==> config.mk <==
export PLATFORM = sky130hd
export DESIGN_NAME = sram_ctrl_flat
export DESIGN_NICKNAME = d
export VERILOG_FILES = /design/src/rtl/sram_ctrl_pkg.sv /design/src/rtl/sram_ctrl_if.sv /design/src/rtl/sram_array.sv /design/src/rtl/sram_ctrl.sv /design/src/flat_wrapper.sv
export SDC_FILE = /design/constraint.sdc
export NUM_CORES = 1
export LEC_CHECK = 0
export ABC_AREA = 1
export BUFFER_PORTS_ARGS = -buffer_cell sky130_fd_sc_hd__clkbuf_2
export CAP_MARGIN = 20
export CORE_UTILIZATION = 53
export DETAILED_ROUTE_END_ITERATION = 8
export PLACE_DENSITY = 0.79
export SYNTH_ARGS = -nofsm -noshare
export SYNTH_HDL_FRONTEND = slang
export SYNTH_SLANG_ARGS = --single-unit
==> constraint.sdc <==
create_clock -name clk_i -period 1.1 [get_ports clk_i]
set_input_delay 0.055 -clock clk_i [delete_from_list [all_inputs] [get_ports clk_i]]
set_output_delay 0.055 -clock clk_i [all_outputs]
set_load 0.02 [all_outputs]
==> src/rtl/sram_ctrl_pkg.sv <==
// rtl/sram_ctrl_pkg.sv - shared types and helpers for sram_ctrl (parity option: SRAM_CTRL_PARITY_EN)
package sram_ctrl_pkg;

    typedef enum logic {
        ST_IDLE = 1'b0,
        ST_WIPE = 1'b1
    } state_e;

    // Widest word the parity helper accepts; callers zero-extend into it.
    localparam int PAR_MAX_W = 64;

    // Number of words addressed by an addr_w-bit address.
    function automatic int depth_f(input int addr_w);
        return 1 << addr_w;
    endfunction

    // Even parity bit: makes the XOR of data and parity come out 0.
    function automatic logic parity_f(input logic [PAR_MAX_W-1:0] v);
        return ^v;
    endfunction

endpackage

==> src/rtl/sram_ctrl_if.sv <==
// rtl/sram_ctrl_if.sv - request/response bus between a master and sram_ctrl
interface sram_ctrl_if #(
    parameter int DATA_W = 8,
    parameter int ADDR_W = 2
);
    logic              req;
    logic              read;
    logic [ADDR_W-1:0] addr;
    logic [DATA_W-1:0] wdata;
    logic              wipe;
    logic              ready;
    logic              busy;
    logic [DATA_W-1:0] rdata;
    logic              rd_valid;
    logic              par_err;

    modport master (
        output req, read, addr, wdata, wipe,
        input  ready, busy, rdata, rd_valid, par_err
    );

    modport slave (
        input  req, read, addr, wdata, wipe,
        output ready, busy, rdata, rd_valid, par_err
    );
endinterface

==> src/rtl/sram_array.sv <==
// rtl/sram_array.sv - flop storage array, one write port, one registered read port (parity option: SRAM_CTRL_PARITY_EN)
module sram_array
    import sram_ctrl_pkg::*;
#(
    parameter int DATA_W = 8,
    parameter int ADDR_W = 2
) (
    input  logic              clk_i,
    input  logic              clear_i,
    input  logic              we_i,
    input  logic [ADDR_W-1:0] waddr_i,
    input  logic [DATA_W-1:0] wdata_i,
    input  logic              re_i,
    input  logic [ADDR_W-1:0] raddr_i,
    output logic [DATA_W-1:0] rdata_o,
    output logic              rd_valid_o,
    output logic              par_err_o
);
    localparam int DEPTH = depth_f(ADDR_W);
`ifdef SRAM_CTRL_PARITY_EN
    localparam int WORD_W = DATA_W + 1;
`else
    localparam int WORD_W = DATA_W;
`endif

    logic [WORD_W-1:0] mem_q [DEPTH];
    logic [WORD_W-1:0] wword;
    logic [WORD_W-1:0] rword;
    logic [DATA_W-1:0] rdata_q;
    logic              rd_valid_q;

`ifdef SRAM_CTRL_PARITY_EN
    logic par_err_q;
    // Parity sits above the data bits; a zero word carries parity 0.
    assign wword = {parity_f(PAR_MAX_W'(wdata_i)), wdata_i};
`else
    assign wword = wdata_i;
`endif

    assign rword = mem_q[raddr_i];

    // Storage: clear zeroes every word, otherwise one word written per cycle.
    always_ff @(posedge clk_i or negedge clear_i) begin
        if (!clear_i) begin
            for (int i = 0; i < DEPTH; i++) begin
                mem_q[i] <= '0;
            end
        end else if (we_i) begin
            mem_q[waddr_i] <= wword;
        end
    end

    // Read port: data registered, held while no read is issued.
    always_ff @(posedge clk_i or negedge clear_i) begin
        if (!clear_i) begin
            rdata_q    <= '0;
            rd_valid_q <= 1'b0;
        end else begin
            rd_valid_q <= re_i;
            if (re_i) begin
                rdata_q <= rword[DATA_W-1:0];
            end
        end
    end

`ifdef SRAM_CTRL_PARITY_EN
    // Parity check travels with rd_valid and is 0 when no read returns.
    always_ff @(posedge clk_i or negedge clear_i) begin
        if (!clear_i) begin
            par_err_q <= 1'b0;
        end else begin
            par_err_q <= re_i & (^rword);
        end
    end
    assign par_err_o = par_err_q;
`else
    assign par_err_o = 1'b0;
`endif

    assign rdata_o    = rdata_q;
    assign rd_valid_o = rd_valid_q;
endmodule

==> src/rtl/sram_ctrl.sv <==
// rtl/sram_ctrl.sv - SRAM controller: valid/ready requests plus sequenced wipe (parity option: SRAM_CTRL_PARITY_EN)
module sram_ctrl
    import sram_ctrl_pkg::*;
#(
    parameter int DATA_W = 8,
    parameter int ADDR_W = 2
) (
    input  logic       clk_i,
    input  logic       clear_i,
    sram_ctrl_if.slave bus
);
    localparam int DEPTH = depth_f(ADDR_W);

    state_e            state_q;
    state_e            state_d;
    logic [ADDR_W-1:0] ptr_q;
    logic [ADDR_W-1:0] ptr_d;
    logic              wiping;
    logic              accept;
    logic              we;
    logic [ADDR_W-1:0] waddr;
    logic [DATA_W-1:0] wdata_mux;

    assign wiping    = (state_q == ST_WIPE);
    assign bus.busy  = wiping;
    assign bus.ready = !wiping;

    // A request arriving with a wipe pulse is still accepted: ready is
    // computed from the current state, and the wipe only starts at this edge.
    assign accept = bus.req && !wiping;

    // The wipe engine shares the single write port, writing zeros at ptr.
    assign we        = (accept && !bus.read) || wiping;
    assign waddr     = wiping ? ptr_q : bus.addr;
    assign wdata_mux = wiping ? '0 : bus.wdata;

    // FSM state and wipe pointer registers.
    always_ff @(posedge clk_i or negedge clear_i) begin
        if (!clear_i) begin
            state_q <= ST_IDLE;
            ptr_q   <= '0;
        end else begin
            state_q <= state_d;
            ptr_q   <= ptr_d;
        end
    end

    // Next state: wipe walks ptr 0..DEPTH-1, one word per cycle, then idles.
    always_comb begin
        state_d = state_q;
        ptr_d   = ptr_q;
        case (state_q)
            ST_IDLE: begin
                if (bus.wipe) begin
                    state_d = ST_WIPE;
                    ptr_d   = '0;
                end
            end
            ST_WIPE: begin
                ptr_d = ptr_q + ADDR_W'(1);
                if (ptr_q == ADDR_W'(DEPTH - 1)) begin
                    state_d = ST_IDLE;
                end
            end
            default: begin
                state_d = ST_IDLE;
            end
        endcase
    end

    sram_array #(
        .DATA_W (DATA_W),
        .ADDR_W (ADDR_W)
    ) u_array (
        .clk_i      (clk_i),
        .clear_i    (clear_i),
        .we_i       (we),
        .waddr_i    (waddr),
        .wdata_i    (wdata_mux),
        .re_i       (accept && bus.read),
        .raddr_i    (bus.addr),
        .rdata_o    (bus.rdata),
        .rd_valid_o (bus.rd_valid),
        .par_err_o  (bus.par_err)
    );
endmodule
==> src/flat_wrapper.sv <==
// flat-port wrapper written by rule: the top's interface ports become plain ports
module sram_ctrl_flat import sram_ctrl_pkg::*;
#(
    parameter int DATA_W = 8,
    parameter int ADDR_W = 2
)
  (clk_i, clear_i, bus_req, bus_read, bus_addr, bus_wdata, bus_wipe, bus_ready, bus_busy, bus_rdata, bus_rd_valid, bus_par_err);
  sram_ctrl_if #(.DATA_W(DATA_W), .ADDR_W(ADDR_W)) bus_i ();
  input  logic clk_i;
  input  logic clear_i;
  input wire logic [$bits(bus_i.req)-1:0] bus_req;
  input wire logic [$bits(bus_i.read)-1:0] bus_read;
  input wire logic [$bits(bus_i.addr)-1:0] bus_addr;
  input wire logic [$bits(bus_i.wdata)-1:0] bus_wdata;
  input wire logic [$bits(bus_i.wipe)-1:0] bus_wipe;
  output wire logic [$bits(bus_i.ready)-1:0] bus_ready;
  output wire logic [$bits(bus_i.busy)-1:0] bus_busy;
  output wire logic [$bits(bus_i.rdata)-1:0] bus_rdata;
  output wire logic [$bits(bus_i.rd_valid)-1:0] bus_rd_valid;
  output wire logic [$bits(bus_i.par_err)-1:0] bus_par_err;
  assign bus_i.req = bus_req;
  assign bus_i.read = bus_read;
  assign bus_i.addr = bus_addr;
  assign bus_i.wdata = bus_wdata;
  assign bus_i.wipe = bus_wipe;
  assign bus_ready = bus_i.ready;
  assign bus_busy = bus_i.busy;
  assign bus_rdata = bus_i.rdata;
  assign bus_rd_valid = bus_i.rd_valid;
  assign bus_par_err = bus_i.par_err;
  sram_ctrl #(.DATA_W(DATA_W), .ADDR_W(ADDR_W)) u_core (.clk_i(clk_i), .clear_i(clear_i), .bus(bus_i));
endmodule
==> results of run 1 <==
-- routing by layer --
| metal | part of all wire (%) | up-vias | GRT usage, % |
|---|---|---|---|
| li1 | - | 1090 | - |
| met1 | 41 | 1073 | 36.3 |
| met2 | 49 | 139 | 43.8 |
| met3 | 8.2 | 18 | 5.84 |
| met4 | 1.8 | 0 | 8.00 |
| met5 | 0 | - | 0 |
-- area by class of cell --
type | instances | area (sq um)
inverter | 47 | 213
tap | 52 | 65.1
sequential | 44 | 1100
clock buffer | 6 | 82.6
clock inverter | 2 | 10.0
timing repair buffer | 58 | 483
fill | 349 | 1330
multi-input combinational | 211 | 1150
-- sequential cells by signal, summed over array words and instances, names as in the netlist --
signal	count
u_core.ptr_q	2
u_core.u_array.mem_q	32
u_core.bus.busy	1
u_core.u_array.rd_valid_o	1
u_core.u_array.rdata_o	8
-- stage by stage --
stage,hold slack (ns),cells
finish,0.0217,420
global route,0.0291,420
CTS,0.0186,416
detailed placement,0.0528,397
global placement,0.0536,397
floorplan,-0.241,315
-- worst reg2reg max path: stages (launching register included) --
cell	delay [ns]
dfrtp_2	0.45
buf_12	0.15
clkinv_16	0.07
nand2_8	0.06
nand2_8	0.12
nand3_4	0.16
nand2_2	0.13
nand2_1	0.07
-- report_power, final --
part	internal, W	switching [W]
clock network	0.000501	0.000559
registers	0.00223	0.000403
logic	0.00194	0.00274
total	0.00467	0.00370
-- Yosys cell counts --
| cell | count | area share (%) |
|---|---|---|
| inv_8 | 1 | 0.45 |
| nand2_8 | 3 | 2.4 |
| o21ai_0 | 2 | 0.40 |
| ha_1 | 1 | 0.50 |
| inv_4 | 1 | 0.25 |
| nand3_2 | 1 | 0.40 |
| nand3_4 | 4 | 2.8 |
| nand3_1 | 16 | 3.2 |
| dfrtp_1 | 44 | 44 |
| inv_2 | 1 | 0.15 |
| inv_12 | 1 | 0.65 |
| or2_2 | 1 | 0.25 |
| clkbuf_8 | 2 | 1.1 |
| buf_4 | 5 | 1.5 |
| nand2_1 | 131 | 20 |
| inv_1 | 43 | 6.4 |
| buf_6 | 6 | 2.7 |
| a21boi_0 | 1 | 0.30 |
| buf_8 | 1 | 0.60 |
| conb_1 | 1 | 0.15 |
| nand4_1 | 32 | 8.0 |
| nand2_4 | 6 | 2.7 |
| nor2_1 | 8 | 1.2 |
| nand2_2 | 3 | 0.75 |
-- placed cells by master (no fill, tap or decap) --
master and n:
nand4_1 32, nand2_8 6, conb_1 1, nand3_1 16, nand2_2 17, a21boi_0 1
clkinv_16 1, clkbuf_2 23, inv_8 1, buf_8 1, inv_2 1, o21ai_1 1
ha_1 1, buf_4 23, inv_1 43, nand2_1 117, nor2_1 8, or2_4 1
buf_6 2, clkinv_2 2, inv_4 1, buf_12 7, nand3_4 5, clkbuf_4 1
nand2_4 4, o21ai_2 1, clkbuf_8 6, dfrtp_2 1, dfrtp_1 43, dlygate4sd3_1 1
-- worst paths after layout --
| path | from | cells past startpoint | endpoint |
|---|---|---|---|
| setup / recovery | u_core.bus.busy$_DFF_PN0_ | 7 | u_core.u_array.mem_q[12]$_DFFE_PN0P_ |
| hold / removal | bus_wipe | 3 | u_core.ptr_q[0]$_DFFE_PN0P_ |
| setup reg to reg | u_core.bus.busy$_DFF_PN0_ | 7 | u_core.u_array.mem_q[12]$_DFFE_PN0P_ |
| hold reg to reg | u_core.u_array.rdata_o[1]$_DFFE_PN0P_ | 2 | u_core.u_array.rdata_o[1]$_DFFE_PN0P_ |
| max in group asynchronous | clear_i | 3 | u_core.bus.busy$_DFF_PN0_ |
| min in group asynchronous | clear_i | 3 | u_core.u_array.rdata_o[7]$_DFFE_PN0P_ |
-- kinds of logic after synthesis --
kind of cell	after synthesis
AOI/OAI and AO/OA	3
buffers and inverters	61
adders and majority gates	1
DFF	44
other	1
and+or+nand+nor	205
-- timing repair --
item,CTS,global route
buffers inserted,10,3
setup endpoints to repair,43,44
pin swaps,10,8
hold buffers,1,0
gates resized for setup,8,16
cloned,0,1
hold endpoints to repair,44,0
==> reports/results.txt, run 1 <==
clk buf depth -> 2
crit path capture type -> flop
root buffer cell -> clkbuf_8
min-delay worst type -> input port to flop
mux cell area share after synthesis -> 0%
post-route setup TNS -> -5.95 ns
clock sinks -> 44
Layout Nets -> 383
Max stage delay on crit path -> 0.45 ns
CP startpoint kind -> flop
vias per cell -> 5.52
Layout Utilization -> 70.0%
skew final -> 0.00296 ns
Total Power -> 0.00837 W
Ports -> 27
Initial Utilization -> 56.6%
yosys warns -> 0
Simple-Gate Fraction of Synth Area -> 41.1%
Reg2Reg Setup Slack -> -0.21 ns
main combinational cell family by area after synthesis -> simple AND/OR/NAND/NOR gates
P_leak -> 1.72 nW
Post-Synth XOR/XNOR Area -> 0%
final slew viol count -> 0
f_max -> 763 MHz
post-synth cell types -> 24
Final Setup Violations -> 43
layout cells sized above 1 -> 28.3%
area grow syn2layout -> 23.6%
Max FO, Critical Path -> 8
GRT Util Overall -> 26.9%
design area -> 0.00311 sq mm
wirelength, routed -> 6.37 mm
Core ar. -> 0.00444 sq mm
CP arrival -> 1.51 ns
largest net degree at the start of global routing -> 45
Post-Place Setup Slack -> -0.151 ns
DR vias -> 2320
failing checks -> negative setup slack
DRC -> 0
Post-Syn Area -> 0.00252 sq mm
initial antenna violation count -> 0
MaxCap Viol Count -> 0
cell chain of the critical path -> buf_12 -> clkinv_16 -> nand2_8 -> nand2_8 -> nand3_4 -> nand2_2 -> nand2_1
full die area -> 0.00503 sq mm
syn nets -> 331
Final period util -> 119%
Crit path required time -> 1.30 ns
Cell Pwr Density -> 2690 mW/mm^2
syn avg cell area -> 7.99 sq um
Synth Instances -> 315
Crit path top cell by count -> nand2_8
synthesis-stage register bit count -> 44
first-pass GRT wire length -> 10.4 mm
adder-cell share of the synthesized area -> 0.497%
DIE HEIGHT -> 70.9 um
CP max stage cell -> dfrtp_2
worst vdd ir -> 0.00161 V
CP bufs+invs -> 2
number of routed nets with antenna violations -> 0
CTS buffer count -> 5
port bufs -> 25
GPL Wtd Cong -> 0.825
outcome -> finished with violations
antenna fix cells -> 0
PnR worst setup slack -> -0.211 ns
Crit path max-delay family -> simple AND/OR/NAND/NOR gates
post-synthesis sequential area ratio -> 43.8%
placed wire-length estimate -> 3.85 mm
grt ovf -> 0
drt initial violations -> 307
WL per Instance -> 15.2 um
Placed Area -> 0.00277 sq mm
Compound-Gate Fraction of Synth Area -> 0.696%
kind of critical path -> flop to flop
Final Hold Vio Count -> 0
CTS H-Tree Depth -> 2
clock slew at reported path FFs -> 0.08 ns
CTS tree -> yes
Worst-Skew Late Latency -> 0.31 ns
row cnt -> 24
post-layout min period -> 1.31 ns
die width -> 70.9 um
RSZ-0062 raised after global routing -> yes
number of global-route vias before repair -> 2155
DR pass1 iterations -> 7
Note: power is estimated with default switching activity, not from simulation.
==> inputs of run 2 (changes only) <==
Settings changed: BUFFER_PORTS_ARGS -buffer_cell sky130_fd_sc_hd__clkbuf_2 to default, CORE_ASPECT_RATIO from default to 0.7, CORE_UTILIZATION 53 to 57, DONT_BUFFER_PORTS from default to 1, PLACE_DENSITY 0.79 to 0.78.
==> run 2 against run 1 <==
Against the previous run: the flow still finishes with violations (negative setup slack); clock power rose by 21%; register-to-register slack improved by 0.02 ns; critical path type unchanged; sequential share of layout area fell by 0.96 points; non-clock buffer count fell by 16; wire length rose by 7.2%; fmax rose by 1.4%; worst setup slack improved by 0.019 ns.
==> reports/results.txt, run 2 (synthesis results as in run 1) <==
kind of critical path -> flop to flop
Register Area -> 0.00110 sq mm (unchanged)
largest net degree at the start of global routing -> 45 (unchanged)
GPL Wtd Cong -> 0.860 (+4.2%)
area grow syn2layout -> 27.1%
DIE HEIGHT -> 57.6 um (-19%)
antenna fix cells -> 0 (unchanged)
number of global-route vias before repair -> 2124 (-1.4%)
Ports -> 27 (unchanged)
WL per Instance -> 16.8 um (+11%)
switching share of power -> 43.8% (-0.41 points)
final slew viol count -> 0 (unchanged)
max reg flops -> 32 (unchanged)
DR pass1 iterations -> 5 (-2)
Final Setup Violations -> 45 (+4.7%)
CTS H-Tree Depth -> 2 (unchanged)
CTS buffer count -> 5 (unchanged)
CP startpoint kind -> flop
failing checks -> negative setup slack
f_max -> 774 MHz (+1.4%)
outcome -> finished with violations
Crit path required time -> 1.30 ns (about the same)
cell internal pwr -> 0.00494 W (+5.6%)
post-layout min period -> 1.29 ns (-0.0187 ns)
full die area -> 0.00469 sq mm (-6.7%)
commonest cells after routing, fill and taps aside -> nand2_1 (97), inv_1 (43), dfrtp_1 (43)
crit path capture type -> flop
clk buf depth -> 2 (unchanged)
r2r endpoint -> u_core.u_array.mem_q[17]$_DFFE_PN0P_
clock slew at reported path FFs -> 0.10 ns (+0.02 ns)
CP arrival -> 1.49 ns (-0.02 ns)
GRT Util Overall -> 31.9% (+5.0 points)
placed wire-length estimate -> 3.98 mm (+3.1%)
Cell Pwr Density -> 2750 mW/mm^2 (+2.0%)
Final period util -> 117% (-1.7 points)
Flop pwr share -> 32.4% (+0.9 points)
vias per cell -> 5.64 (+2.1%)
DR vias -> 2290 (-1.3%)
PnR worst setup slack -> -0.192 ns (+0.0187 ns)
drt initial violations -> 281 (-8.5%)
MaxCap Viol Count -> 0 (unchanged)
grt ovf -> 0 (unchanged)
worst vdd ir -> 0.00184 V (+14%)
Clock power frac -> 14.6% (+1.9 points)
Setup crit start -> u_core.bus.busy$_DFF_PN0_
combinational share of power -> 53.0% (-2.8 points)
initial antenna violation count -> 0 (unchanged)
port bufs -> 0 (-100%)
Core ar. -> 0.00407 sq mm (-8.5%)
row cnt -> 19 (-21%)
worst setup path endpoint -> u_core.u_array.mem_q[17]$_DFFE_PN0P_
Reg2Reg Setup Slack -> -0.19 ns (+0.02 ns)
Filler Cell Count -> 260 (-26%)
P_leak -> 1.67 nW (-3.0%)
RSZ-0062 raised after global routing -> yes
Reg with most FFs -> u_core.u_array.mem_q
Max FO, Critical Path -> 8 (unchanged)
first-pass GRT wire length -> 10.9 mm (+5.5%)
wirelength, routed -> 6.83 mm (+7.2%)
die width -> 81.4 um (+15%)
WHS -> 0.0272 ns (+0.00555 ns)
root buffer cell -> clkbuf_8
number of routed nets with antenna violations -> 0 (unchanged)
most common cell after layout, fill and taps aside -> nand2_1
R2R depth -> 7 (unchanged)
Initial Utilization -> 61.9% (+5.3 points)
Psw -> 0.00384 W (+3.9%)
Post-Place Setup Slack -> -0.222 ns (-0.0710 ns)
Worst-Skew Late Latency -> 0.31 ns (about the same)
CTS tree -> yes
Layout Nets -> 369 (-3.7%)
clock sinks -> 44 (unchanged)
DRC -> 0 (unchanged)
skew final -> 0.0184 ns (+0.0154 ns)
Final Hold Vio Count -> 0 (unchanged)
layout cells sized above 1 -> 31.4% (+3.1 points)
min-delay worst type -> input port to flop
Critical R2R Launch -> u_core.bus.busy$_DFF_PN0_
footprint of the multi-input gates -> 0.00126 sq mm (+8.9%)
post-route setup TNS -> -5.70 ns (+0.252 ns)
## run 2: per-layer routing
metal / up-vias / share of wire [%] / routed length (um) / global-route usage [%]
met3: 20 / 9.3 / 638 / 8.00
met5: - / 0 / 0 / 0
met2: 134 / 45 / 3080 / 45.0
met1: 1076 / 43 / 2940 / 47.5
met4: 0 / 2.4 / 167 / 10.7
li1: 1060 / - / - / -
## run 2: layout make-up
cell class | count | share of cell area (%)
multi-input cells | 212 | 39.3
repair buffers | 42 | 13.7
clock buffers | 5 | 2.15
repair inverters | 1 | 0.196
flip-flops and latches | 44 | 34.5
well taps | 52 | 2.04
inverters | 47 | 6.81
clock inverters | 3 | 1.33
## run 2: how the worst min path moves through the flow
stage                       from                               endpoint  slack (ns)  depth (start not counted)
floorplan                clear_i              u_core.bus.busy$_DFF_PN0_       -0.24                          0
detailed placement       clear_i  u_core.u_array.rdata_o[7]$_DFFE_PN0P_       -0.24                          0
CTS                 bus_wdata[7]   u_core.u_array.mem_q[23]$_DFFE_PN0P_      0.0003                          4
global route         bus_addr[1]  u_core.u_array.rdata_o[4]$_DFFE_PN0P_        0.02                          4
global placement         clear_i  u_core.u_array.rdata_o[7]$_DFFE_PN0P_       -0.24                          0
finish              bus_wdata[1]    u_core.u_array.mem_q[1]$_DFFE_PN0P_        0.03                          4
## run 2: through the flow
| stage | std cells | util, % | power, W | instance area [sq um] |
|---|---|---|---|---|
| final | 406 | 78.6 | 0.00878 | 3200 |
| after global routing | 406 | 78.6 | 0.00931 | 3200 |
| after CTS | 405 | 75.6 | 0.00833 | 3070 |
| after detailed placement | 383 | 67.2 | 0.00655 | 2730 |
| after global placement | 383 | 67.2 | 0.00645 | 2730 |
| after floorplan | 315 | - | 0.00543 | 2550 |
## run 2: repair_timing
| action | CTS | global route |
|---|---|---|
| gates resized for setup | 21 | 35 |
| endpoints found under the setup margin | 46 | 45 |
| hold buffers | 5 | 0 |
| pin swaps | 14 | 15 |
| setup buffers | 6 | 1 |
| hold endpoints to repair | 51 | 0 |
| gates cloned | 3 | 0 |
## run 2: power by group through the flow
| stage | Sequential [W] | Combinational [W] | Clock, W |
|---|---|---|---|
| after floorplan | 0.00273 | 0.00270 | 0 |
| after global placement | 0.00285 | 0.00359 | 0 |
| after detailed placement | 0.00287 | 0.00368 | 0 |
| after CTS | 0.00279 | 0.00425 | 0.00129 |
| after global routing | 0.00293 | 0.00501 | 0.00137 |
| final | 0.00285 | 0.00465 | 0.00128 |
## run 2: critical path, stage by stage (launching register included)
cell       delay [ns]
dfrtp_2          0.44
buf_12           0.15
clkinv_16        0.08
nand2_8          0.06
nand2_8          0.10
nand3_4          0.16
nand2_1          0.12
nand2_1          0.07
